==> config.mk <==
export PLATFORM = sky130hd
export DESIGN_NAME = spi_reg_bank_flat
export DESIGN_NICKNAME = d
export VERILOG_FILES = /design/src/rtl/spi_reg_pkg.sv /design/src/rtl/spi_reg_bank_if.sv /design/src/rtl/sync_edge.sv /design/src/rtl/spi_reg_bank.sv /design/src/flat_wrapper.sv
export SDC_FILE = /design/constraint.sdc
export NUM_CORES = 1
export LEC_CHECK = 0
export ABC_AREA = 1
export CAP_MARGIN = 20
export CELL_PAD_IN_SITES_DETAIL_PLACEMENT = 1
export CELL_PAD_IN_SITES_GLOBAL_PLACEMENT = 1
export CORE_ASPECT_RATIO = 0.8
export CORE_MARGIN = 2
export CORE_UTILIZATION = 41
export CTS_BUF_LIST = sky130_fd_sc_hd__clkbuf_16
export DETAILED_ROUTE_END_ITERATION = 10
export GPL_ROUTABILITY_DRIVEN = 0
export PLACE_DENSITY_LB_ADDON = 0.1
export SYNTH_ARGS = -nofsm -noshare
export SYNTH_HDL_FRONTEND = slang
export SYNTH_HIERARCHICAL = 1
export SYNTH_SLANG_ARGS = --single-unit
==> constraint.sdc <==
create_clock -name clk -period 2.65 [get_ports clk]
set_input_delay 0.53 -clock clk [delete_from_list [all_inputs] [get_ports clk]]
set_output_delay 0.53 -clock clk [all_outputs]
set_load 0.02 [all_outputs]
==> src/rtl/spi_reg_pkg.sv <==
// Shared constants and types for the SPI configuration register bank.
package spi_reg_pkg;

  localparam logic [6:0] ADDR_EN_OUT_LO = 7'h00;
  localparam logic [6:0] ADDR_EN_OUT_HI = 7'h01;
  localparam logic [6:0] ADDR_EN_PWM_LO = 7'h02;
  localparam logic [6:0] ADDR_EN_PWM_HI = 7'h03;
  localparam logic [6:0] ADDR_DUTY      = 7'h04;

  localparam int unsigned FRAME_BITS = 16;

  typedef enum logic [1:0] {
    IDLE,
    SHIFT,
    OVERRUN
  } state_e;

endpackage

==> src/rtl/spi_reg_bank_if.sv <==
// Raw SPI pin bundle: the master drives, the register bank receives.
interface spi_reg_bank_if;

   logic sclk;
   logic copi;
   logic ncs;

   modport master (output sclk, output copi, output ncs);
   modport slave  (input sclk, input copi, input ncs);

endinterface

==> src/rtl/sync_edge.sv <==
// Multi-flop synchroniser plus history flop producing level, rise and fall.
module sync_edge #(
   parameter int unsigned STAGES    = 2,
   parameter logic        RESET_VAL = 1'b0
) (
   input  logic clk,
   input  logic rst,
   input  logic din,
   output logic level,
   output logic rise,
   output logic fall
);

   logic [STAGES-1:0] sync_q;
   logic              hist_q;

   always_ff @(posedge clk or posedge rst) begin
      if (rst) begin
         sync_q <= {STAGES{RESET_VAL}};
         hist_q <= RESET_VAL;
      end else begin
         sync_q <= {sync_q[STAGES-2:0], din};
         hist_q <= sync_q[STAGES-1];
      end
   end

   assign level = sync_q[STAGES-1];
   assign rise  = level & ~hist_q;
   assign fall  = ~level & hist_q;

endmodule

==> src/rtl/spi_reg_bank.sv <==
// Write-only SPI mode-0 target holding the PWM peripheral configuration registers.
module spi_reg_bank
   import spi_reg_pkg::*;
#(
   parameter int unsigned SYNC_STAGES = 2,
   parameter int unsigned NUM_REGS    = 5
) (
   input  logic               clk,
   input  logic               rst,
   spi_reg_bank_if.slave      spi,
   output logic [7:0]         en_reg_out_7_0,
   output logic [7:0]         en_reg_out_15_8,
   output logic [7:0]         en_reg_pwm_7_0,
   output logic [7:0]         en_reg_pwm_15_8,
   output logic [7:0]         pwm_duty_cycle,
   output logic               wr_strobe,
   output logic               frame_err
);

   localparam int unsigned NUM_OUT   = 5;
   localparam logic [4:0]  FULL_CNT  = 5'(FRAME_BITS);

   logic sclk_level, sclk_rise, sclk_fall;
   logic copi_level, copi_rise, copi_fall;
   logic ncs_level, ncs_rise, ncs_fall;

   sync_edge #(.STAGES(SYNC_STAGES), .RESET_VAL(1'b0)) u_sync_sclk (
      .clk   (clk),
      .rst   (rst),
      .din   (spi.sclk),
      .level (sclk_level),
      .rise  (sclk_rise),
      .fall  (sclk_fall)
   );

   sync_edge #(.STAGES(SYNC_STAGES), .RESET_VAL(1'b0)) u_sync_copi (
      .clk   (clk),
      .rst   (rst),
      .din   (spi.copi),
      .level (copi_level),
      .rise  (copi_rise),
      .fall  (copi_fall)
   );

   // Chip select idles high so a low pin at reset release still yields a fall.
   sync_edge #(.STAGES(SYNC_STAGES), .RESET_VAL(1'b1)) u_sync_ncs (
      .clk   (clk),
      .rst   (rst),
      .din   (spi.ncs),
      .level (ncs_level),
      .rise  (ncs_rise),
      .fall  (ncs_fall)
   );

   logic unused_sync;
   assign unused_sync = ^{sclk_level, sclk_fall, copi_rise, copi_fall, ncs_level};

   state_e           state_q;
   logic [4:0]       bit_cnt_q;
   logic [15:0]      shift_q;
   logic [7:0]       regs_q [NUM_REGS];

   logic [6:0]       frame_addr;
   logic [7:0]       frame_data;
   logic             addr_ok;
   logic             frame_ok;

   assign frame_addr = shift_q[14:8];
   assign frame_data = shift_q[7:0];
   assign addr_ok    = {25'd0, frame_addr} < NUM_REGS;
   assign frame_ok   = (bit_cnt_q == FULL_CNT) && shift_q[15] && addr_ok;

   always_ff @(posedge clk or posedge rst) begin
      if (rst) begin
         state_q   <= IDLE;
         bit_cnt_q <= '0;
         shift_q   <= '0;
         wr_strobe <= 1'b0;
         frame_err <= 1'b0;
         for (int i = 0; i < NUM_REGS; i++) regs_q[i] <= 8'h00;
      end else begin
         wr_strobe <= 1'b0;
         frame_err <= 1'b0;
         unique case (state_q)
            IDLE: begin
               if (ncs_fall) begin
                  state_q   <= SHIFT;
                  bit_cnt_q <= '0;
               end
            end
            SHIFT: begin
               // ncs rise takes priority over a coincident sclk rise.
               if (ncs_rise) begin
                  state_q <= IDLE;
                  if (frame_ok) begin
                     wr_strobe <= 1'b1;
                     for (int i = 0; i < NUM_REGS; i++) begin
                        if (frame_addr == 7'(i)) regs_q[i] <= frame_data;
                     end
                  end else begin
                     frame_err <= 1'b1;
                  end
               end else if (sclk_rise) begin
                  if (bit_cnt_q == FULL_CNT) begin
                     state_q <= OVERRUN;
                  end else begin
                     shift_q   <= {shift_q[14:0], copi_level};
                     bit_cnt_q <= bit_cnt_q + 5'd1;
                  end
               end
            end
            OVERRUN: begin
               if (ncs_rise) begin
                  state_q   <= IDLE;
                  frame_err <= 1'b1;
               end
            end
            default: state_q <= IDLE;
         endcase
      end
   end

   logic [7:0] out_val [NUM_OUT];

   for (genvar g = 0; g < NUM_OUT; g++) begin : g_out
      if (g < NUM_REGS) begin : g_impl
         assign out_val[g] = regs_q[g];
      end else begin : g_absent
         assign out_val[g] = 8'h00;
      end
   end

   assign en_reg_out_7_0  = out_val[ADDR_EN_OUT_LO];
   assign en_reg_out_15_8 = out_val[ADDR_EN_OUT_HI];
   assign en_reg_pwm_7_0  = out_val[ADDR_EN_PWM_LO];
   assign en_reg_pwm_15_8 = out_val[ADDR_EN_PWM_HI];
   assign pwm_duty_cycle  = out_val[ADDR_DUTY];

endmodule

==> src/flat_wrapper.sv <==
// flat-port wrapper written by rule: the top's interface ports become plain ports
module spi_reg_bank_flat import spi_reg_pkg::*;
#(
   parameter int unsigned SYNC_STAGES = 2,
   parameter int unsigned NUM_REGS    = 5
)
  (clk, rst, en_reg_out_7_0, en_reg_out_15_8, en_reg_pwm_7_0, en_reg_pwm_15_8, pwm_duty_cycle, wr_strobe, frame_err, spi_sclk, spi_copi, spi_ncs);
  spi_reg_bank_if spi_i ();
  input  logic clk;
  input  logic rst;
  output logic [7:0] en_reg_out_7_0;
  output logic [7:0] en_reg_out_15_8;
  output logic [7:0] en_reg_pwm_7_0;
  output logic [7:0] en_reg_pwm_15_8;
  output logic [7:0] pwm_duty_cycle;
  output logic wr_strobe;
  output logic frame_err;
  input wire logic [$bits(spi_i.sclk)-1:0] spi_sclk;
  input wire logic [$bits(spi_i.copi)-1:0] spi_copi;
  input wire logic [$bits(spi_i.ncs)-1:0] spi_ncs;
  assign spi_i.sclk = spi_sclk;
  assign spi_i.copi = spi_copi;
  assign spi_i.ncs = spi_ncs;
  spi_reg_bank #(.SYNC_STAGES(SYNC_STAGES), .NUM_REGS(NUM_REGS)) u_core (.clk(clk), .rst(rst), .spi(spi_i), .en_reg_out_7_0(en_reg_out_7_0), .en_reg_out_15_8(en_reg_out_15_8), .en_reg_pwm_7_0(en_reg_pwm_7_0), .en_reg_pwm_15_8(en_reg_pwm_15_8), .pwm_duty_cycle(pwm_duty_cycle), .wr_strobe(wr_strobe), .frame_err(frame_err));
endmodule
==> impl_metrics.json <==
{
  "status": "finished, final reports clean",
  "firstDrtPassIters": 4,
  "routed-via-count": 2731,
  "p_per_area_mw_per_mm2": 821,
  "via_per_inst": 4.97,
  "final_cells": 550,
  "min_path_type": "reg2reg",
  "rsz0062_at_grt": "false",
  "vdd_ir_drop_max_mv": 0.393,
  "start_util_pct": 42.6,
  "first_iter_violations": 109,
  "fin_skew_ns": 0.00528,
  "yosys_warnings": 6,
  "place_hpwl_um": 5740,
  "grt_start_max_net_pins": 33,
  "cts_root_buf": "clkbuf_16",
  "layout-drive-gt1-share_pct": 10.6,
  "sw_frac_of_total_pct": 34.8,
  "hold_viol": 0,
  "drc": 0,
  "cts_buffers": 9,
  "areaGrowthSynthToFinish_pct": 25.9,
  "intPower_uw": 2300,
  "insertion_delay_ns": 0.33,
  "clock.fmax_ghz": 0.476,
  "seqCellArea_sq_mm": 0.00183,
  "seqPwrFrac_pct": 44.1,
  "most-common-layout-cells": "nand2_1 (83), dfrtp_1 (70), inv_1 (61), clkdlybuf4s50_1 (46), nand3_1 (39)",
  "fp.dieW_um": 106,
  "avgSynthCellArea_sq_um": 8.85,
  "cts_tree": "built",
  "syn_inst": 386,
  "finalCriticalPeriod_ns": 2.10,
  "antenna_left": 0,
  "cts-htree-levels": 3,
  "coreArea_sq_mm": 0.00802,
  "fin_tns_setup_ns": 0,
  "netlist_area_sq_mm": 0.00342,
  "track_usage_pct": 20.5,
  "multi_input_area_sq_mm": 0.00127,
  "wl_per_cell_um": 15.3,
  "port_buffers": 46,
  "placed_cells": 534,
  "nNetsFinal": 447,
  "net-switching-power_uw": 1230,
  "fin_crit_sh_pct": 79.2,
  "worstSetupPathType": "reg2reg",
  "antenna_found_initial": 0,
  "worstSetupStartpointType": "flip-flop",
  "required_ns": 2.91,
  "cp-end-kind": "flip-flop",
  "routed_wl_um": 8400,
  "leakagePower_uw": 0.00207,
  "pwr-share-clk_pct": 35.7,
  "relSlewSlack_pct": 51.7,
  "crit_fanout": 32,
  "ios": 47,
  "final_common_cell": "nand2_1",
  "cts_hold_buf": 0,
  "cp_data_arrival_time_ns": 2.36,
  "syn_nets": 396,
  "cts.clk_slew.worst_paths_ns": 0.05,
  "grt_pass1_wl_um": 14500,
  "cap_violations": 0,
  "cts_resized": 0,
  "die_area_sq_mm": 0.00908,
  "die_y_um": 85.6,
  "first_global_vias": 2843,
  "worst_slew_pin_slew_ns": 0.723,
  "pwr-share-comb_pct": 20.3,
  "cts_sinks": 73,
  "rows": 29,
  "nFillCells": 947,
  "grt_overflow": 0,
  "clockBufferDepth": 2,
  "postCtsSetupBuffers": 0,
  "maxSlewViolCount": 0,
  "antenna_cells": 0,
  "setup_violations": 0
}
[cell type report]
cell class / count / share of cell area (%)
clock inverters: 7 / 2.04
multi-input cells: 236 / 29.5
repair buffers: 50 / 11.7
well taps: 108 / 3.14
flip-flops and latches: 73 / 42.6
inverters: 67 / 5.85
clock buffers: 9 / 5.24
[final timing paths]
kind	startpoint	cells past startpoint	slack [ns]	end
min in group asynchronous	rst	2	0.45	u_core/u_sync_copi/sync_q[0]$_DFF_PP0_
max in group asynchronous	rst	3	1.46	u_core/en_reg_pwm_15_8[4]$_DFFE_PP0P_
setup / recovery	u_core/bit_cnt_q[0]$_DFFE_PP0P_	10	0.55	u_core/en_reg_pwm_7_0[0]$_DFFE_PP0P_
hold / removal	u_core/u_sync_copi/sync_q[0]$_DFF_PP0_	0	0.35	u_core/u_sync_copi/sync_q[1]$_DFF_PP0_
hold reg to reg	u_core/u_sync_copi/sync_q[0]$_DFF_PP0_	0	0.35	u_core/u_sync_copi/sync_q[1]$_DFF_PP0_
setup reg to reg	u_core/bit_cnt_q[0]$_DFFE_PP0P_	10	0.55	u_core/en_reg_pwm_7_0[0]$_DFFE_PP0P_
[sequential cells by signal, summed over array words and instances, names as in the netlist]
register	count
u_core/en_reg_pwm_15_8	8
u_core/wr_strobe	1
u_core/u_sync_copi/sync_q	2
u_core/u_sync_ncs/sync_q	2
u_core/bit_cnt_q	5
u_core/u_sync_ncs/hist_q	1
u_core/pwm_duty_cycle	8
u_core/frame_err	1
u_core/en_reg_out_7_0	8
u_core/shift_q	16
u_core/state_q	2
u_core/en_reg_out_15_8	8
u_core/u_sync_sclk/sync_q	2
u_core/en_reg_pwm_7_0	8
u_core/u_sync_sclk/hist_q	1
[worst max-delay path, cell delays in order (launching register included)]
cell     delay [ns]
dfrtp_1        0.42
inv_1          0.10
ha_1           0.16
nand2_1        0.06
inv_1          0.07
nand2_2        0.12
nor2_4         0.14
nand2_2        0.08
nor2_4         0.56
nand3_1        0.19
nand2_1        0.13
[power groups by stage]
stage                     registers (uW)  logic, uW  clock network (uW)
after detailed placement            1560        716                   0
after CTS                           1550        720                1290
after floorplan                     1440        546                   0
after global routing                1570        826                1350
final                               1550        715                1260
after global placement              1550        680                   0
[metal layers]
layer | part of all wire (%) | vias up | track usage (%)
met3 | 4.0 | 10 | 5.32
met1 | 49 | 1337 | 28.6
met2 | 45 | 57 | 32.0
li1 | - | 1327 | -
met5 | 0 | - | 0
met4 | 1.5 | 0 | 5.62
[per-stage QoR]
stage / worst slack (ns) / hold WS [ns] / total power, uW / instance area, sq um / util, %
6_report: 0.550 / 0.347 / 3530 / 4300 / 53.6
5_1_grt: 0.364 / 0.358 / 3740 / 4300 / 53.6
4_1_cts: 0.511 / 0.349 / 3560 / 4300 / 53.6
3_5_place_dp: 0.595 / 0.336 / 2280 / 3990 / 49.7
3_3_place_gp: 0.676 / 0.332 / 2230 / 3990 / 49.7
2_1_floorplan: 0.494 / 0.271 / 1990 / 3420 / -
No activity file was read; power rests on OpenSTA's default activity.
